## config.mk

```make
export PLATFORM = sky130hd
export DESIGN_NAME = div_bcd_formatter_flat
export DESIGN_NICKNAME = d
export VERILOG_FILES = /design/src/rtl/div_bcd_formatter_pkg.sv /design/src/rtl/div_bcd_formatter_if.sv /design/src/rtl/div_bcd_formatter_add3.sv /design/src/rtl/div_bcd_formatter.sv /design/src/flat_wrapper.sv
export SDC_FILE = /design/constraint.sdc
export NUM_CORES = 1
export LEC_CHECK = 0
export CAP_MARGIN = 30
export CELL_PAD_IN_SITES_DETAIL_PLACEMENT = 0
export CELL_PAD_IN_SITES_GLOBAL_PLACEMENT = 1
export CORE_ASPECT_RATIO = 0.75
export CORE_UTILIZATION = 30
export DETAILED_ROUTE_END_ITERATION = 16
export DONT_BUFFER_PORTS = 1
export GPL_ROUTABILITY_DRIVEN = 0
export PLACE_DENSITY_LB_ADDON = 0.1
export RECOVER_POWER = 50
export SKIP_CTS_REPAIR_TIMING = 1
export SYNTH_ARGS = -nofsm -noshare
export SYNTH_HDL_FRONTEND = slang
export SYNTH_SLANG_ARGS = --single-unit
```

## constraint.sdc

```tcl
create_clock -name clk -period 1.8 [get_ports clk]
set_input_delay 0.36 -clock clk [delete_from_list [all_inputs] [get_ports clk]]
set_output_delay 0.36 -clock clk [all_outputs]
set_load 0.1 [all_outputs]
```

## src/rtl/div_bcd_formatter_pkg.sv

```systemverilog
// Shared constants and state encoding for the divider BCD formatter.
// Optional leading-zero blanking: define DIV_BCD_BLANK_EN.
package div_disp_pkg;

  localparam int W_DEF      = 16;
  localparam int DIGITS_DEF = 5;
  localparam int CNT_W      = $clog2(W_DEF);

  localparam logic [3:0] BLANK_NIBBLE = 4'hF;

  typedef enum logic {
    IDLE  = 1'b0,
    SHIFT = 1'b1
  } state_t;

endpackage

```

## src/rtl/div_bcd_formatter_if.sv

```systemverilog
// Capture request and BCD result bundle between divider,
// formatter and seven-segment driver.
interface div_bcd_formatter_if
  import div_disp_pkg::*;
#(
  parameter int W      = W_DEF,
  parameter int DIGITS = DIGITS_DEF
);

  logic                  start;
  logic [W-1:0]          quotient;
  logic [W-1:0]          remainder;
  logic                  busy;
  logic                  done;
  logic [4*DIGITS-1:0]   q_bcd;
  logic [4*DIGITS-1:0]   r_bcd;

  modport master (
    output start,
    output quotient,
    output remainder,
    input  busy,
    input  done,
    input  q_bcd,
    input  r_bcd
  );

  modport slave (
    input  start,
    input  quotient,
    input  remainder,
    output busy,
    output done,
    output q_bcd,
    output r_bcd
  );

endinterface

```

## src/rtl/div_bcd_formatter_add3.sv

```systemverilog
// Double-dabble nibble correction: add 3 when the digit is 5 or more.
module bcd_add3 (
  input  logic [3:0] d,
  output logic [3:0] y
);

  assign y = (d >= 4'd5) ? d + 4'd3 : d;

endmodule

```

## src/rtl/div_bcd_formatter.sv

```systemverilog
// Sequential double-dabble of divider quotient and remainder.
// Build with DIV_BCD_BLANK_EN to blank leading zero digits as 4'hF.
module div_bcd_formatter
  import div_disp_pkg::*;
#(
  parameter int W      = W_DEF,
  parameter int DIGITS = DIGITS_DEF
) (
  input  logic                clk,
  input  logic                reset,
  div_bcd_formatter_if.slave  bus
);

  localparam int BW = 4 * DIGITS;
  localparam int SW = BW + W;
  localparam int CW = (W > 1) ? $clog2(W) : 1;

  state_t          state;
  logic [CW-1:0]   cnt;
  logic [SW-1:0]   q_sr;
  logic [SW-1:0]   r_sr;
  logic [SW-1:0]   q_fix;
  logic [SW-1:0]   r_fix;
  logic [SW-1:0]   q_nxt;
  logic [SW-1:0]   r_nxt;
  logic [BW-1:0]   q_load;
  logic [BW-1:0]   r_load;
  logic            busy_r;
  logic            done_r;
  logic [BW-1:0]   q_out;
  logic [BW-1:0]   r_out;

  for (genvar g = 0; g < DIGITS; g++) begin : g_fix
    bcd_add3 u_q (
      .d (q_sr[W+4*g +: 4]),
      .y (q_fix[W+4*g +: 4])
    );
    bcd_add3 u_r (
      .d (r_sr[W+4*g +: 4]),
      .y (r_fix[W+4*g +: 4])
    );
  end

  assign q_fix[W-1:0] = q_sr[W-1:0];
  assign r_fix[W-1:0] = r_sr[W-1:0];

  assign q_nxt = {q_fix[SW-2:0], 1'b0};
  assign r_nxt = {r_fix[SW-2:0], 1'b0};

`ifdef DIV_BCD_BLANK_EN
  // Leading zeros blank from the top down; digit 0 always shows.
  always_comb begin
    logic q_lz;
    logic r_lz;
    q_load = q_nxt[SW-1:W];
    r_load = r_nxt[SW-1:W];
    q_lz   = 1'b1;
    r_lz   = 1'b1;
    for (int i = DIGITS - 1; i > 0; i--) begin
      q_lz = q_lz & (q_nxt[W+4*i +: 4] == 4'd0);
      r_lz = r_lz & (r_nxt[W+4*i +: 4] == 4'd0);
      if (q_lz) q_load[4*i +: 4] = BLANK_NIBBLE;
      if (r_lz) r_load[4*i +: 4] = BLANK_NIBBLE;
    end
  end
`else
  assign q_load = q_nxt[SW-1:W];
  assign r_load = r_nxt[SW-1:W];
`endif

  always_ff @(posedge clk) begin
    if (reset) begin
      state  <= IDLE;
      cnt    <= '0;
      q_sr   <= '0;
      r_sr   <= '0;
      busy_r <= 1'b0;
      done_r <= 1'b0;
      q_out  <= '0;
      r_out  <= '0;
    end else begin
      done_r <= 1'b0;
      unique case (state)
        IDLE: begin
          if (bus.start) begin
            q_sr   <= {{BW{1'b0}}, bus.quotient};
            r_sr   <= {{BW{1'b0}}, bus.remainder};
            cnt    <= '0;
            busy_r <= 1'b1;
            state  <= SHIFT;
          end
        end
        SHIFT: begin
          q_sr <= q_nxt;
          r_sr <= r_nxt;
          cnt  <= cnt + 1'b1;
          if (cnt == CW'(W - 1)) begin
            q_out  <= q_load;
            r_out  <= r_load;
            done_r <= 1'b1;
            busy_r <= 1'b0;
            cnt    <= '0;
            state  <= IDLE;
          end
        end
        default: state <= IDLE;
      endcase
    end
  end

  assign bus.busy  = busy_r;
  assign bus.done  = done_r;
  assign bus.q_bcd = q_out;
  assign bus.r_bcd = r_out;

endmodule
```

## src/flat_wrapper.sv

```systemverilog
// flat-port wrapper written by rule: the top's interface ports become plain ports
module div_bcd_formatter_flat import div_disp_pkg::*;
#(
  parameter int W      = W_DEF,
  parameter int DIGITS = DIGITS_DEF
)
  (clk, reset, bus_start, bus_quotient, bus_remainder, bus_busy, bus_done, bus_q_bcd, bus_r_bcd);
  div_bcd_formatter_if #(.W(W), .DIGITS(DIGITS)) bus_i ();
  input  logic clk;
  input  logic reset;
  input wire logic [$bits(bus_i.start)-1:0] bus_start;
  input wire logic [$bits(bus_i.quotient)-1:0] bus_quotient;
  input wire logic [$bits(bus_i.remainder)-1:0] bus_remainder;
  output wire logic [$bits(bus_i.busy)-1:0] bus_busy;
  output wire logic [$bits(bus_i.done)-1:0] bus_done;
  output wire logic [$bits(bus_i.q_bcd)-1:0] bus_q_bcd;
  output wire logic [$bits(bus_i.r_bcd)-1:0] bus_r_bcd;
  assign bus_i.start = bus_start;
  assign bus_i.quotient = bus_quotient;
  assign bus_i.remainder = bus_remainder;
  assign bus_busy = bus_i.busy;
  assign bus_done = bus_i.done;
  assign bus_q_bcd = bus_i.q_bcd;
  assign bus_r_bcd = bus_i.r_bcd;
  div_bcd_formatter #(.W(W), .DIGITS(DIGITS)) u_core (.clk(clk), .reset(reset), .bus(bus_i));
endmodule
```

Word-level counts from Yosys, hierarchy flattened
Cells that the tools add are included.
- flip-flop bits (word level): 119
- input port bits: 35
- logic and storage cells: 60
- add/subtract/negate cells: 11
- order comparisons: 10
- eq/ne operators: 3
- multiplexer cells: 24
- bitwise operators: 1
- reduce and logical (&&, ||, !) cells: 3
- operator list (cell ; count):
    case mux 36 bit (2 select lines) ; 2
    two-way mux 36 bit ; 2
    greater-or-equal comparator 4 x 3 -> 1 bit (second input constant) ; 10
    two-way mux 4 bit ; 10
    adder 4 x 2 -> 4 bit (second input constant) ; 8
    case mux 4 bit (2 select lines) ; 1
    adder 3 x 2 -> 3 bit (second input constant) ; 2
    two-way mux 3 bit ; 2
    two-way mux 1 bit ; 5
    adder 4 x 1 -> 4 bit (second input constant) ; 1
    == test 4 bit (second input constant) ; 1
    != test 2 bit (second input constant) ; 2
    case mux 1 bit (2 select lines) ; 2
    AND reduction 2 bit ; 2
    OR reduction 2 bit ; 1
    NOT 1 bit ; 1

Depth between registers and ports, before layout
- depth in word-level cells: 3
- mapped depth: 7
- mapped depth without buffers: 6

Hierarchy
Synthesis repeated with hierarchy kept, for this count alone.
- cells, all modules: 599
- area, all modules: 5544.1 um2
- by module, submodules not included (module ; instances ; cells each ; area each (um2)):
    div_bcd_formatter ; 1 ; 439 ; 4530.6
    bcd_add3 ; 10 ; 16 ; 101.3

Worst setup path after synthesis
No wires, ideal clock.
- path type: register to register
- from: reg u_core.cnt[0]
- to: reg u_core.q_out[0], in the netlist u_core.bus.q_bcd[0]
- library setup time: 0.118 ns
- arrival: 1.277 ns
- required time: 1.682 ns
- setup slack: 0.406 ns
- stages on the path, launching flop included: 7
- clock period less this slack: 1.394 ns
- cells stage by stage: dfxtp_1 ha_1 nand4_1 nor2b_1 buf_2 buf_6 a22o_1
- word-level cells in the longest chain between the ends: 2
- ends and longest elaborated chain (item ; line ; source):
    start, declared ; div_bcd_formatter.sv:19 ; logic [CW-1:0] cnt;
    start signal, assigned ; div_bcd_formatter.sv:96 ; cnt <= cnt + 1'b1;
    == test 4 bit ; div_bcd_formatter.sv:97 ; if (cnt == CW'(W - 1)) begin
    AND reduction 2 bit (no source line) ; -- ;
    end signal, assigned ; div_bcd_formatter.sv:98 ; q_out <= q_load;
    end, declared ; div_bcd_formatter.sv:30 ; logic [BW-1:0] q_out;
No other way between the ends.
A chain may end at the register's enable or synchronous reset.

Worst setup path in the final report
- from: reg u_core.q_sr[28]
- to: reg u_core.q_sr[30]
- word-level cells in the longest chain between the ends: 3
- ends and longest elaborated chain (item ; line ; source):
    start, declared ; div_bcd_formatter.sv:20 ; logic [SW-1:0] q_sr;
    start signal, assigned ; div_bcd_formatter.sv:86 ; q_sr <= {{BW{1'b0}}, bus.quotient};
    start signal, assigned ; div_bcd_formatter.sv:94 ; q_sr <= q_nxt;
    adder 4 x 2 -> 4 bit or greater-or-equal comparator 4 x 3 -> 1 bit (tied branches) ; div_bcd_formatter_add3.sv:7 ; assign y = (d >= 4'd5) ? d + 4'd3 : d;
    two-way mux 4 bit (*) ; div_bcd_formatter_add3.sv:7 ;
    case mux 36 bit (2 select lines) (*) ; div_bcd_formatter.sv:83 ; unique case (state)
Mark *: on every way between the ends. The rest lies on a longest branch, timed or not.

==> results.yml <==
run_status:
  status: "complete, no violations"
worst_hold_path:
  hold_start: "reset"
  hp-class: "input port to register"
  hold_depth: 1
  hold_path_end: "u_core.q_sr[31]"
sta:
  rsz0062_at_grt: "false"
  worst_slew_pin_slew_ns: 0.588
  slew_viol_final: 0
  skew_ns: 0.00517
  hold_viol: 0
  max-slew-margin-rel_pct: 60.8
  period_needed_ns: 1.64
  fmax_mhz: 609
  tns_ns: 0
  worst_slack_ns: 0.158
  finalSetupViolCount: 0
  finalCritPeriodShare_pct: 91.2
  hold_ws_ns: 0.0222
finish:
  layout-drive-gt1-share_pct: 15.9
  antennaDiodeCount: 0
  finalInstanceArea_um2: 6340
  layout.nets: 664
  syn2layout_area_growth_pct: 20.4
  n_fill_cell: 1720
  fin_util_pct: 37.3
route:
  drt-wirelength-per-cell_um: 15.0
  vias_per_cell: 4.76
  drcViolationCount: 0
  routed-via-count: 4077
  drt_first_pass_iters: 7
  wl_um: 12800
  ant_nets: 0
  drt-initial-drc-count: 207
synthesis:
  synthFlopType: "dfxtp_1"
  yosysWarningCount: 0
  ys_seq_elements: 119
  syn_nets: 626
  yosysSeqAreaShare_pct: 45.2
  netlist_area_um2: 5270
  synth_area_per_cell_um2: 9.24
  syn_inst: 570
  ys_async_sr_fraction_pct: 0
  yosysUniqueCellTypes: 29
  synth-edff-count: 0
setup_path:
  reg2reg_from: "u_core.q_sr[28]"
  required_ns: 2.16
  critPathMaxFanout: 5
  end_kind: "register"
  rr_endpoint: "u_core.q_sr[30]"
  critPathKind: "register to register"
  critPathArrivalTime_ns: 2.00
  r2r.worst_path.cells: 6
  cp-start-kind: "register"
  r2r_slack_ns: 0.16
clocking:
  cts-root-buf: "clkbuf_16"
  cts_inserted_buffers: 17
  clock_path_buffers: 2
  clk_pin_slew_worst_paths_ns: 0.05
  cts_max_level: 4
  clkSinkCount: 119
  clk_latency_ns: 0.42
  cts_tree: "built"
die:
  core_um2: 17000
  die_y_um: 117
  start_util_pct: 31.0
  num_rows: 41
  die_width_um: 155
  die-area_um2: 18100
  ios: 77
grt:
  grt_pass1_wl_um: 20000
  grt_pass1_vias: 3842
  antenna_found_initial: 0
  grtUsageTotal_pct: 14.6
  grt_max_degree: 99
  overflow: 0
power:
  p_leak_nw: 2.54
  power.density_nw_per_um2: 1060
  ir_drop_mv: 0.543
place:
  dp_slack_ns: 0.132
  io_buffers: 0
  dp_hpwl_um: 8070
  dpl_cell_area_um2: 5770
run:
  drv_cap: 0
[flip-flops by register name, summed over array words and instances (netlist names)]
register          flops
u_core.bus.q_bcd     20
u_core.r_sr          36
u_core.bus.done       1
u_core.state          1
u_core.q_sr          36
u_core.bus.r_bcd     20
u_core.bus.busy       1
u_core.cnt            4
[power by group]
part	switching, mW	internal, mW
registers	0.0290	2.69
clock network	1.25	2.46
logic	0.183	0.114
total	1.46	5.26
[worst max-delay path by stage]
stage / slack (ns) / from / cells after the start / end
after floorplan: 0.41 / u_core.cnt[0] / 6 / u_core.bus.q_bcd[0]
after global placement: -0.07 / u_core.cnt[0] / 5 / u_core.bus.r_bcd[19]
after detailed placement: 0.13 / u_core.cnt[0] / 5 / u_core.bus.r_bcd[14]
after CTS: 0.10 / u_core.q_sr[21] / 6 / u_core.q_sr[22]
after global routing: 0.03 / u_core.cnt[0] / 5 / u_core.bus.r_bcd[0]
final: 0.16 / u_core.q_sr[28] / 6 / u_core.q_sr[30]
[per-layer routing]
metal  vias up  global-route usage [%]  share of wire [%]
met5         -                       0                  0
met4         0                    7.06                1.3
met3        12                    5.05                4.9
met2        64                    22.1                 44
met1      1918                    18.7                 50
li1       2083                       -                  -
[worst max-delay path, stage by stage, from the launching register on]
cell and delay (ns):
dfxtp_1 0.35, inv_1 0.08, ha_1 0.25, nand2b_1 0.09
a21oi_1 0.28, mux2i_1 0.37, a22o_1 0.17
[synthesized netlist by cell type (all sizes together), types with 2 or more instances]
library cell  instances  share of area, %
a21oi                76               7.2
nor2                 66               4.7
nor3b                29               4.1
ha                   21               5.0
mux2i                43               8.2
nand2                26               1.9
xnor2                10               1.7
dfxtp               119                45
inv                  22               1.6
buf                  25               3.5
nand3                10              0.95
nand2b               11               1.3
nor2b                 4              0.48
o21ai                44               4.9
nand4                 2              0.24
clkbuf               10              0.71
a22o                 42               7.0
nor3                  5              0.69
[area by class of cell]
class                   instances  area [um^2]  share of cell area (%)
well taps                     236          295                    4.66
flip-flops and latches        119         2380                    37.6
inverters                      23         91.3                    1.44
repair buffers                 54          337                    5.31
clock inverters                12          171                    2.70
clock buffers                  20          478                    7.54
multi-input cells             393         2590                    40.8
[metrics by stage]
step,power [mW],instances
2_1_floorplan,3.03,570
4_1_cts,6.81,855
5_1_grt,6.98,857
3_3_place_gp,3.05,822
3_5_place_dp,3.06,823
6_report,6.72,857
[placed cells by master (no fill, tap or decap), types with 2 or more instances in the layout]
master / netlist / final
clkinvlp_4: 0 / 3
o21ai_0: 34 / 34
nand3_1: 10 / 10
a21oi_1: 76 / 75
buf_12: 0 / 3
clkbuf_2: 0 / 42
bufinv_16: 0 / 4
a22o_1: 42 / 42
xnor2_1: 10 / 10
nand2_1: 26 / 26
nand4_1: 2 / 2
nor2b_1: 4 / 3
clkbuf_16: 0 / 18
dfxtp_1: 119 / 119
clkbuf_8: 0 / 2
nor3b_1: 29 / 29
mux2i_1: 43 / 42
clkinv_4: 1 / 2
inv_1: 22 / 22
nor2_1: 66 / 66
ha_1: 21 / 21
buf_4: 7 / 7
clkinv_2: 0 / 4
nor3_1: 4 / 4
nand2b_1: 11 / 11
o21ai_2: 10 / 10
[cell families (layout without fill, tap and decap cells)]
| group | count (synthesis) | count (layout) | synth area share [%] |
|---|---|---|---|
| buffers and inverters | 58 | 109 | 5.92 |
| AND/OR/NAND/NOR | 154 | 154 | 14.5 |
| AO/OA/AOI/OAI | 165 | 165 | 19.5 |
| multiplexers | 43 | 43 | 8.17 |
| XOR/XNOR | 10 | 10 | 1.66 |
| adder cells (fa/ha/maj) | 21 | 21 | 4.99 |
| flip-flops | 119 | 119 | 45.2 |
Power figures use the tool's default switching activity.
